==> config.mk <==
export PLATFORM = sky130hd
export DESIGN_NAME = fir_cmd_seq
export DESIGN_NICKNAME = d
export VERILOG_FILES = /design/src/rtl/sfilt_pkg.sv /design/src/rtl/fir_delay_line.sv /design/src/rtl/fir_cmd_seq.sv
export SDC_FILE = /design/constraint.sdc
export NUM_CORES = 1
export LEC_CHECK = 0
export ABC_AREA = 1
export CORE_MARGIN = 4
export CORE_UTILIZATION = 64
export DETAILED_ROUTE_END_ITERATION = 16
export PLACE_DENSITY = 0.84
export SLEW_MARGIN = 20
export SYNTH_ARGS = -nofsm -noshare
export SYNTH_HDL_FRONTEND = slang
export SYNTH_SLANG_ARGS = --single-unit
==> constraint.sdc <==
create_clock -name clk -period 3.25 [get_ports clk]
set_input_delay 0.65 -clock clk [delete_from_list [all_inputs] [get_ports clk]]
set_output_delay 0.65 -clock clk [all_outputs]
set_load 0.05 [all_outputs]
==> src/rtl/sfilt_pkg.sv <==
// Shared types for the serial filter: MAC command codes, sequencer states and the MAC command payload.
package sfilt_pkg;

    localparam int unsigned DW  = 32;
    localparam int unsigned SHW = 7;

    localparam logic [1:0] CMD_FIRST = 2'd0;
    localparam logic [1:0] CMD_MAC   = 2'd1;
    localparam logic [1:0] CMD_SHIFT = 2'd2;
    localparam logic [1:0] CMD_OUT   = 2'd3;

    typedef enum logic [1:0] {
        IDLE  = 2'd0,
        TAP   = 2'd1,
        SHIFT = 2'd2,
        FLUSH = 2'd3
    } state_e;

    typedef struct packed {
        logic          pushin;
        logic [1:0]    cmd;
        logic [DW-1:0] q;
        logic [DW-1:0] h;
    } mac_cmd_t;

endpackage

==> src/rtl/fir_delay_line.sv <==
// Circular NTAPS x DW sample store: one write port, one combinational read port, synchronous clear.
module fir_delay_line
    import sfilt_pkg::*;
#(
    parameter  int unsigned NTAPS = 8,
    localparam int unsigned AW    = $clog2(NTAPS)
) (
    input  logic          clk,
    input  logic          rst_n,
    input  logic          i_clr,
    input  logic          i_we,
    input  logic [AW-1:0] i_waddr,
    input  logic [DW-1:0] i_wdata,
    input  logic [AW-1:0] i_raddr,
    output logic [DW-1:0] o_rdata_c
);

    logic [DW-1:0] r_line [NTAPS];

    // Clear happens before the write so a sample can land in a freshly cleared line.
    always_ff @(posedge clk or negedge rst_n) begin
        if (!rst_n) begin
            for (int i = 0; i < int'(NTAPS); i++) r_line[i] <= '0;
        end else begin
            if (i_clr) begin
                for (int i = 0; i < int'(NTAPS); i++) r_line[i] <= '0;
            end
            if (i_we) r_line[i_waddr] <= i_wdata;
        end
    end

    assign o_rdata_c = r_line[i_raddr];

endmodule

==> src/rtl/fir_cmd_seq.sv <==
// Per-sample command sequencer for the serial MAC: stores samples/coefficients and
// streams FIRST, NTAPS-1 MACs, SHIFT and OUT commands without ever stalling.
module fir_cmd_seq
    import sfilt_pkg::*;
#(
    parameter  int unsigned NTAPS = 8,
    localparam int unsigned AW    = $clog2(NTAPS)
) (
    input  logic           clk,
    input  logic           rst_n,
    input  logic           din_valid,
    output logic           din_ready,
    input  logic [DW-1:0]  din,
    input  logic           coef_we,
    input  logic [AW-1:0]  coef_addr,
    input  logic [DW-1:0]  coef_wdata,
    input  logic [SHW-1:0] shift,
    input  logic           hist_clr,
    output logic           busy,
    output logic           pushin,
    output logic [1:0]     cmd,
    output logic [DW-1:0]  q,
    output logic [DW-1:0]  h
);

    state_e          r_state, w_state_nxt;
    logic [AW-1:0]   r_k, w_k_nxt;
    logic [AW-1:0]   r_wptr, w_wptr_nxt;
    logic [SHW-1:0]  r_shift, w_shift_nxt;
    mac_cmd_t        r_mac, w_mac_nxt;
    logic            r_din_ready, r_busy;
    logic [DW-1:0]   r_coef [NTAPS];

    logic            w_idle, w_clr, w_accept;
    logic [AW-1:0]   w_waddr, w_raddr;
    logic [DW-1:0]   w_rdata;

    assign w_idle   = (r_state == IDLE);
    assign w_clr    = w_idle && hist_clr;
    assign w_accept = w_idle && din_valid;
    assign w_waddr  = w_clr ? '0 : r_wptr;
    assign w_raddr  = r_wptr - r_k;

    fir_delay_line #(.NTAPS(NTAPS)) u_line (
        .clk       (clk),
        .rst_n     (rst_n),
        .i_clr     (w_clr),
        .i_we      (w_accept),
        .i_waddr   (w_waddr),
        .i_wdata   (din),
        .i_raddr   (w_raddr),
        .o_rdata_c (w_rdata)
    );

    // Coefficient bank: writable in any state; a read in the write cycle sees the old value.
    always_ff @(posedge clk or negedge rst_n) begin
        if (!rst_n) begin
            for (int i = 0; i < int'(NTAPS); i++) r_coef[i] <= '0;
        end else if (coef_we) begin
            r_coef[coef_addr] <= coef_wdata;
        end
    end

    always_comb begin
        w_state_nxt    = r_state;
        w_k_nxt        = r_k;
        w_wptr_nxt     = r_wptr;
        w_shift_nxt    = r_shift;
        w_mac_nxt      = r_mac;
        w_mac_nxt.pushin = 1'b0;
        case (r_state)
            IDLE: begin
                if (w_clr) w_wptr_nxt = '0;
                if (din_valid) begin
                    w_shift_nxt = shift;
                    w_k_nxt     = '0;
                    w_state_nxt = TAP;
                end
            end
            TAP: begin
                w_mac_nxt = '{pushin: 1'b1,
                              cmd:    (r_k == '0) ? CMD_FIRST : CMD_MAC,
                              q:      w_rdata,
                              h:      r_coef[r_k]};
                w_k_nxt = r_k + AW'(1);
                if (r_k == AW'(NTAPS - 1)) w_state_nxt = SHIFT;
            end
            SHIFT: begin
                w_mac_nxt   = '{pushin: 1'b1, cmd: CMD_SHIFT, q: '0, h: DW'(r_shift)};
                w_state_nxt = FLUSH;
            end
            FLUSH: begin
                w_mac_nxt   = '{pushin: 1'b1, cmd: CMD_OUT, q: '0, h: '0};
                w_wptr_nxt  = r_wptr + AW'(1);
                w_state_nxt = IDLE;
            end
            default: w_state_nxt = IDLE;
        endcase
    end

    always_ff @(posedge clk or negedge rst_n) begin
        if (!rst_n) begin
            r_state     <= IDLE;
            r_k         <= '0;
            r_wptr      <= '0;
            r_shift     <= '0;
            r_mac       <= '0;
            r_din_ready <= 1'b1;
            r_busy      <= 1'b0;
        end else begin
            r_state     <= w_state_nxt;
            r_k         <= w_k_nxt;
            r_wptr      <= w_wptr_nxt;
            r_shift     <= w_shift_nxt;
            r_mac       <= w_mac_nxt;
            r_din_ready <= (w_state_nxt == IDLE);
            r_busy      <= (w_state_nxt != IDLE);
        end
    end

    assign din_ready = r_din_ready;
    assign busy      = r_busy;
    assign pushin    = r_mac.pushin;
    assign cmd       = r_mac.cmd;
    assign q         = r_mac.q;
    assign h         = r_mac.h;

endmodule

==> impl_metrics.toml, run 1 <==
[worst_setup_path]
critPathMaxFanout = 2
ff2ff_path_depth = 8
cp.arrival_ps = 1960
path_class = "reg2out"
worst-path-stages = 1
path_cells = "clkdlybuf4s50_1"
crit_buf_inv = 1
startpoint_type = "flip-flop"
crit_slowest_cell = "clkdlybuf4s50_1"
required_ps = 2600
cpPeakStageDelay_ps = 860
critPathCaptureType = "output port"
cpLargestDelayFamily = "buffers and inverters"

[power]
p_sw_frac = 0.444
power.share.clock = 0.212
p_per_area_nw_per_um2 = 971
pwr-share-seq = 0.326
leakagePower_nw = 15.2
p_sw_mw = 13.5
p_comb_frac = 0.462
p_int_mw = 17.0
vdd_ir_drop_max_mv = 1.05

[drt]
post-route-drc-count = 0
vias = 24600
antenna_left = 0
via_per_inst = 5.83
drtIter0Drc = 3498
wirelength_um = 74300
dr.pass1.iters = 6
wl_per_cell_um = 17.6

[grt]
grt-ovfl-total = 0
grt_pass1_vias = 24000
track_usage = 0.317
grt_max_degree = 193
antenna_found_initial = 2
grt_pass1_wl_um = 122000

[placed_design]
portBuffers = 147
gp_congestion = 0.810
hpwl_um = 41700
dp_cells = 4116

[floorplanning]
io_pins = 148
initial_core_util = 0.652
std_cell_rows = 75
core_um2 = 42300
die_y_um = 216
dieArea_um2 = 46500
die_w_um = 216

[sta]
hold_viol_final = 0
max_freq_mhz = 383
setup_viol = 0
fin_skew_ps = 19.2
relSlewSlack = 0.221
period_minus_slack_ps = 2610
rsz0062_at_grt = "false"
tns_ps = 0
fin_crit_sh = 0.803
drv_slew = 0
tightest_slew_ps = 1170

[outcome]
status = "finished, final reports clean"

[clock_tree]
cts_hold_buf = 0
clk_pin_slew_worst_paths_ps = 60
cts_tree = "built"
worstSkewPairLatency_ps = 610
cts_setup_buffers = 0
clock_path_buffers = 3
cts_num_sinks = 596
root_buffer = "clkbuf_16"
htree_levels = 2
cts-buffers-inserted = 59
cts_resized = 0

[synth]
synth-main-ff-cell = "dfrtp_1"
ys_types = 29
syn_area_um2 = 27600
async_reset_ff_frac = 1.00
synth_common_cells = "nand2_1 (1532), dfrtp_1 (595), o21ai_0 (430)"
synth_nets = 3656
synthCells = 3567
synth.top_cell.area_share = 0.540
synth-edff-count = 0
syn_area_per_cell_um2 = 7.73
yosys_register_bits = 596
synth.most_common_cell = "nand2_1"
ys_warn_count = 0
synth_top_cell_by_area = "dfrtp_1"
yosysSeqAreaShare = 0.541
synthTopCellsByArea = "dfrtp_1 (54%), nand2_1 (21%), o21ai_0 (7.8%), nand3_1 (7.1%), inv_1 (2.5%)"

[finish]
post-route-util = 0.742
nNetsFinal = 3689
area_growth_syn_to_layout_pct = 13.8
drive_gt1_frac = 0.0497
fin_cells = 4221

[run]
maxCapViolCount = 0

[hold_path]
hold_class = "in2async"
## power groups by stage
stage	Combinational (mW)	Sequential, mW	Clock, mW
finish	14.1	9.95	6.45
global placement	13.4	9.93	0
CTS	13.9	9.92	6.50
global route	15.5	10.1	6.82
floorplan	8.62	10.7	0
detailed placement	13.8	10.0	0
## placed cells by master, fill, tap and decap left out
master,instances
nand2_1,1526
dfrtp_1,594
o21ai_0,430
nand3_1,393
inv_1,182
clkdlybuf4s50_1,146
o21ai_1,101
clkbuf_16,61
nor2_1,58
buf_4,35
buf_12,26
clkbuf_1,22
clkinv_2,12
clkbuf_8,9
nand2_2,8
inv_2,7
nor2_4,7
ha_1,7
nor2_2,2
nand3_2,2
ha_4,2
diode_2,1
nand2_8,1
nand2_4,1
o211ai_1,1
o21ai_2,1
o211ai_4,1
nor3_4,1
a21oi_1,1
o22ai_1,1
fa_2,1
inv_6,1
dfstp_2,1
buf_8,1
dfrtp_4,1
## logic make-up (layout without fill, tap and decap cells)
family	Yosys count	count (layout)	synth area share
other	0	1	0
buffers and inverters	426	502	0.0629
and+or+nand+nor	1999	1999	0.293
AOI/OAI and AO/OA	536	536	0.0981
DFF	596	596	0.541
adders and majority gates	10	10	0.00481
## area by class of cell
class                   count  area (um^2)
inverters                 190          714
repair buffers            208         2260
diodes                      1         2.50
clock inverters            12         63.8
well taps                 577          722
multi-input cells        2545        11000
fillers                  2998        10900
clock buffers              92         1730
flip-flops and latches    596        14900
## flip-flops by register name, summed over array words and instances (netlist names)
name and count:
busy 1, cmd 2, din_ready 1, h 32, pushin 1, q 32, r_coef 256, r_k 3
r_shift 7, r_state 2, r_wptr 3, u_line.r_line 256
## per-stage QoR
| step | total power, mW | setup WS, ps | instance area, um^2 | hold slack, ps |
|---|---|---|---|---|
| final | 30.5 | 640 | 31400 | 24.5 |
| after CTS | 30.3 | 644 | 31400 | 30.7 |
| after detailed placement | 23.8 | 628 | 29600 | 465 |
| after global placement | 23.3 | 680 | 29600 | 464 |
| after global routing | 32.4 | 502 | 31400 | 57.7 |
| after floorplan | 19.4 | 1080 | 27600 | 354 |
## per-layer routing
layer | vias to the layer above | GRT usage | share of wire
li1 | 11400 | - | -
met1 | 11700 | 0.435 | 0.40
met2 | 1307 | 0.518 | 0.48
met3 | 159 | 0.0533 | 0.096
met4 | 2 | 0.112 | 0.026
met5 | - | 0 | 0.00016
## worst paths after layout
check                                 from                  to  slack [ps]
worst max-delay path                cmd[0]              cmd[0]         640
worst min-delay path                 rst_n          r_coef[40]          20
worst max register to register  r_state[1]  u_line.r_line[206]         660
worst min register to register       q[15]               q[15]         480
max in group asynchronous            rst_n         r_coef[166]        2310
min in group clk                     q[15]               q[15]         480
Note: power is estimated with default switching activity, not from simulation.
==> run 2, diff against run 1 <==
--- a/config.mk
+++ b/config.mk
@@ -7,9 +7,9 @@
 export LEC_CHECK = 0
 export ABC_AREA = 1
 export CORE_MARGIN = 4
-export CORE_UTILIZATION = 64
+export CORE_UTILIZATION = 60
 export DETAILED_ROUTE_END_ITERATION = 16
-export PLACE_DENSITY = 0.84
+export PLACE_DENSITY = 0.8
 export SLEW_MARGIN = 20
 export SYNTH_ARGS = -nofsm -noshare
 export SYNTH_HDL_FRONTEND = slang
==> constraint.sdc (replaced) <==
create_clock -name clk -period 2.5 [get_ports clk]
set_input_delay 0.5 -clock clk [delete_from_list [all_inputs] [get_ports clk]]
set_output_delay 0.5 -clock clk [all_outputs]
set_load 0.05 [all_outputs]
==> run 2 against run 1 <==
Utilization down 3.9 points. Clock skew about the same. Largest power group unchanged. Highest routed layer unchanged. Critical endpoint unchanged. First-iteration DRC count fell by 13%. Global-route usage down 2.0 points. Critical path depth is the same. Count of clock-buffer cells in the layout fell by 2. Non-clock buffer count up 24. Design area is 1.6% higher. Setup slack lost 580 ps. Routed wire length increased by 0.82%.
==> impl_metrics.toml, run 2 (synthesis results as in run 1) <==
[worst_setup_path]
cpLargestDelayFamily = "buffers and inverters"
crit_buf_inv = 1
critPathMaxFanout = 2
critPathCaptureType = "output port"
crit_slowest_cell = "clkdlybuf4s50_1"
startpoint_type = "flip-flop"
path_cells = "clkdlybuf4s50_1"
cp.arrival_ps = 1940
cpPeakStageDelay_ps = 860
path_class = "reg2out"
required_ps = 2000

[finish]
nNetsFinal = 3714
num-fill-cells = 3436
final_common_cell = "nand2_1"
most-common-layout-cells = "nand2_1 (1526), dfrtp_1 (594), o21ai_0 (430)"
top_regs = "r_coef (256), u_line.r_line (256)"
area_growth_syn_to_layout_pct = 15.7
drive_gt1_frac = 0.0578

[drt]
wl_per_cell_um = 17.5
dr.pass1.iters = 6
wirelength_um = 74900
post-route-drc-count = 0
vias = 24700
via_per_inst = 5.79
drtIter0Drc = 3051
antenna_left = 0

[clock_tree]
root_buffer = "clkbuf_16"
clock_path_buffers = 3
cts_hold_buf = 1
cts_tree = "built"
cts_resized = 0
cts-buffers-inserted = 60
worstSkewPairLatency_ps = 620
htree_levels = 2
clk_pin_slew_worst_paths_ps = 60
cts_setup_buffers = 0
cts_num_sinks = 596

[sta]
hold_viol_final = 0
relSlewSlack = 0.236
rsz0062_at_grt = "false"
fin_skew_ps = 19.3
max_freq_mhz = 409
period_minus_slack_ps = 2440
setup_viol = 0
tightest_slew_ps = 1150
tns_ps = 0
drv_slew = 0
fin_crit_sh = 0.977

[floorplanning]
die_y_um = 222
dieArea_um2 = 49500
die_w_um = 222
initial_core_util = 0.608
std_cell_rows = 78
core_um2 = 45400
io_pins = 148

[power]
p_int_mw = 22.8
p_sw_mw = 17.7
pwr-share-seq = 0.318
power.share.clock = 0.223
p_per_area_nw_per_um2 = 1270
leakagePower_nw = 15.4
p_comb_frac = 0.460
total_power_mw = 40.5
p_sw_frac = 0.437
vdd_ir_drop_max_mv = 1.76

[grt]
grt_max_degree = 129
antenna_found_initial = 3
grt-ovfl-total = 0
track_usage = 0.297
grt_pass1_vias = 23900
grt_pass1_wl_um = 122000

[placed_design]
hpwl_um = 42600
portBuffers = 147
gp_congestion = 0.819

[outcome]
status = "finished, final reports clean"

[hold_path]
hold_class = "in2async"

[run]
maxCapViolCount = 0
## run 2: cell count changes in the layout (fill, tap and decap cells not counted), moves of 2 or more
cell	before	now
clkinv_2	12	10
clkbuf_1	22	15
bufinv_16	0	4
buf_12	26	36
buf_4	35	48
clkbuf_8	9	13
## run 2: through the flow
stage               worst slack [ps]  area (um^2)  utilization  hold slack [ps]  std cells
global placement                 173        29900        0.660              452       4162
detailed placement               105        29900        0.660              452       4162
CTS                             47.2        31900        0.703              396       4268
finish                          56.6        31900        0.703              391       4269
floorplan                        330        27600            -              204       3567
global route                    32.4        31900        0.703              423       4269
## run 2: power by group through the flow
| stage | sequential (mW) | combinational (mW) | clock (mW) |
|---|---|---|---|
| 2_1_floorplan | 14.0 | 11.2 | 0 |
| 3_3_place_gp | 12.9 | 17.8 | 0 |
| 3_5_place_dp | 13.0 | 18.2 | 0 |
| 4_1_cts | 12.8 | 18.4 | 9.11 |
| 6_report | 12.9 | 18.6 | 9.03 |
| 5_1_grt | 13.1 | 20.4 | 9.52 |
## run 2: path summary, 6_finish.rpt
kind,start,endpoint,slack [ps],cells past startpoint
min in group clk,shift[4],r_shift[4],460,3
max in group asynchronous,rst_n,r_k[0],1140,4
setup / recovery,cmd[0],cmd[0],60,1
setup reg to reg,r_k[0],q[2],230,10
hold reg to reg,h[18],h[18],480,2
hold / removal,rst_n,r_shift[4],390,2
## run 2: metal layers
metal	vias up	wire (um)	GRT usage
li1	11500	-	-
met1	11800	30200	0.412
met2	1271	36100	0.485
met3	146	6850	0.0527
met4	4	1780	0.0891
met5	-	23	0
## run 2: area by class of cell
| cell class | count | area (um^2) | area share |
|---|---|---|---|
| Inverter | 190 | 714 | 0.0224 |
| Antenna cell | 1 | 2.50 | 0.0000784 |
| Sequential cell | 596 | 14900 | 0.467 |
| Clock inverter | 15 | 189 | 0.00592 |
| Timing Repair Buffer | 232 | 2570 | 0.0804 |
| Multi-Input combinational cell | 2545 | 11000 | 0.344 |
| Clock buffer | 90 | 1790 | 0.0560 |
| Tap cell | 600 | 751 | 0.0235 |
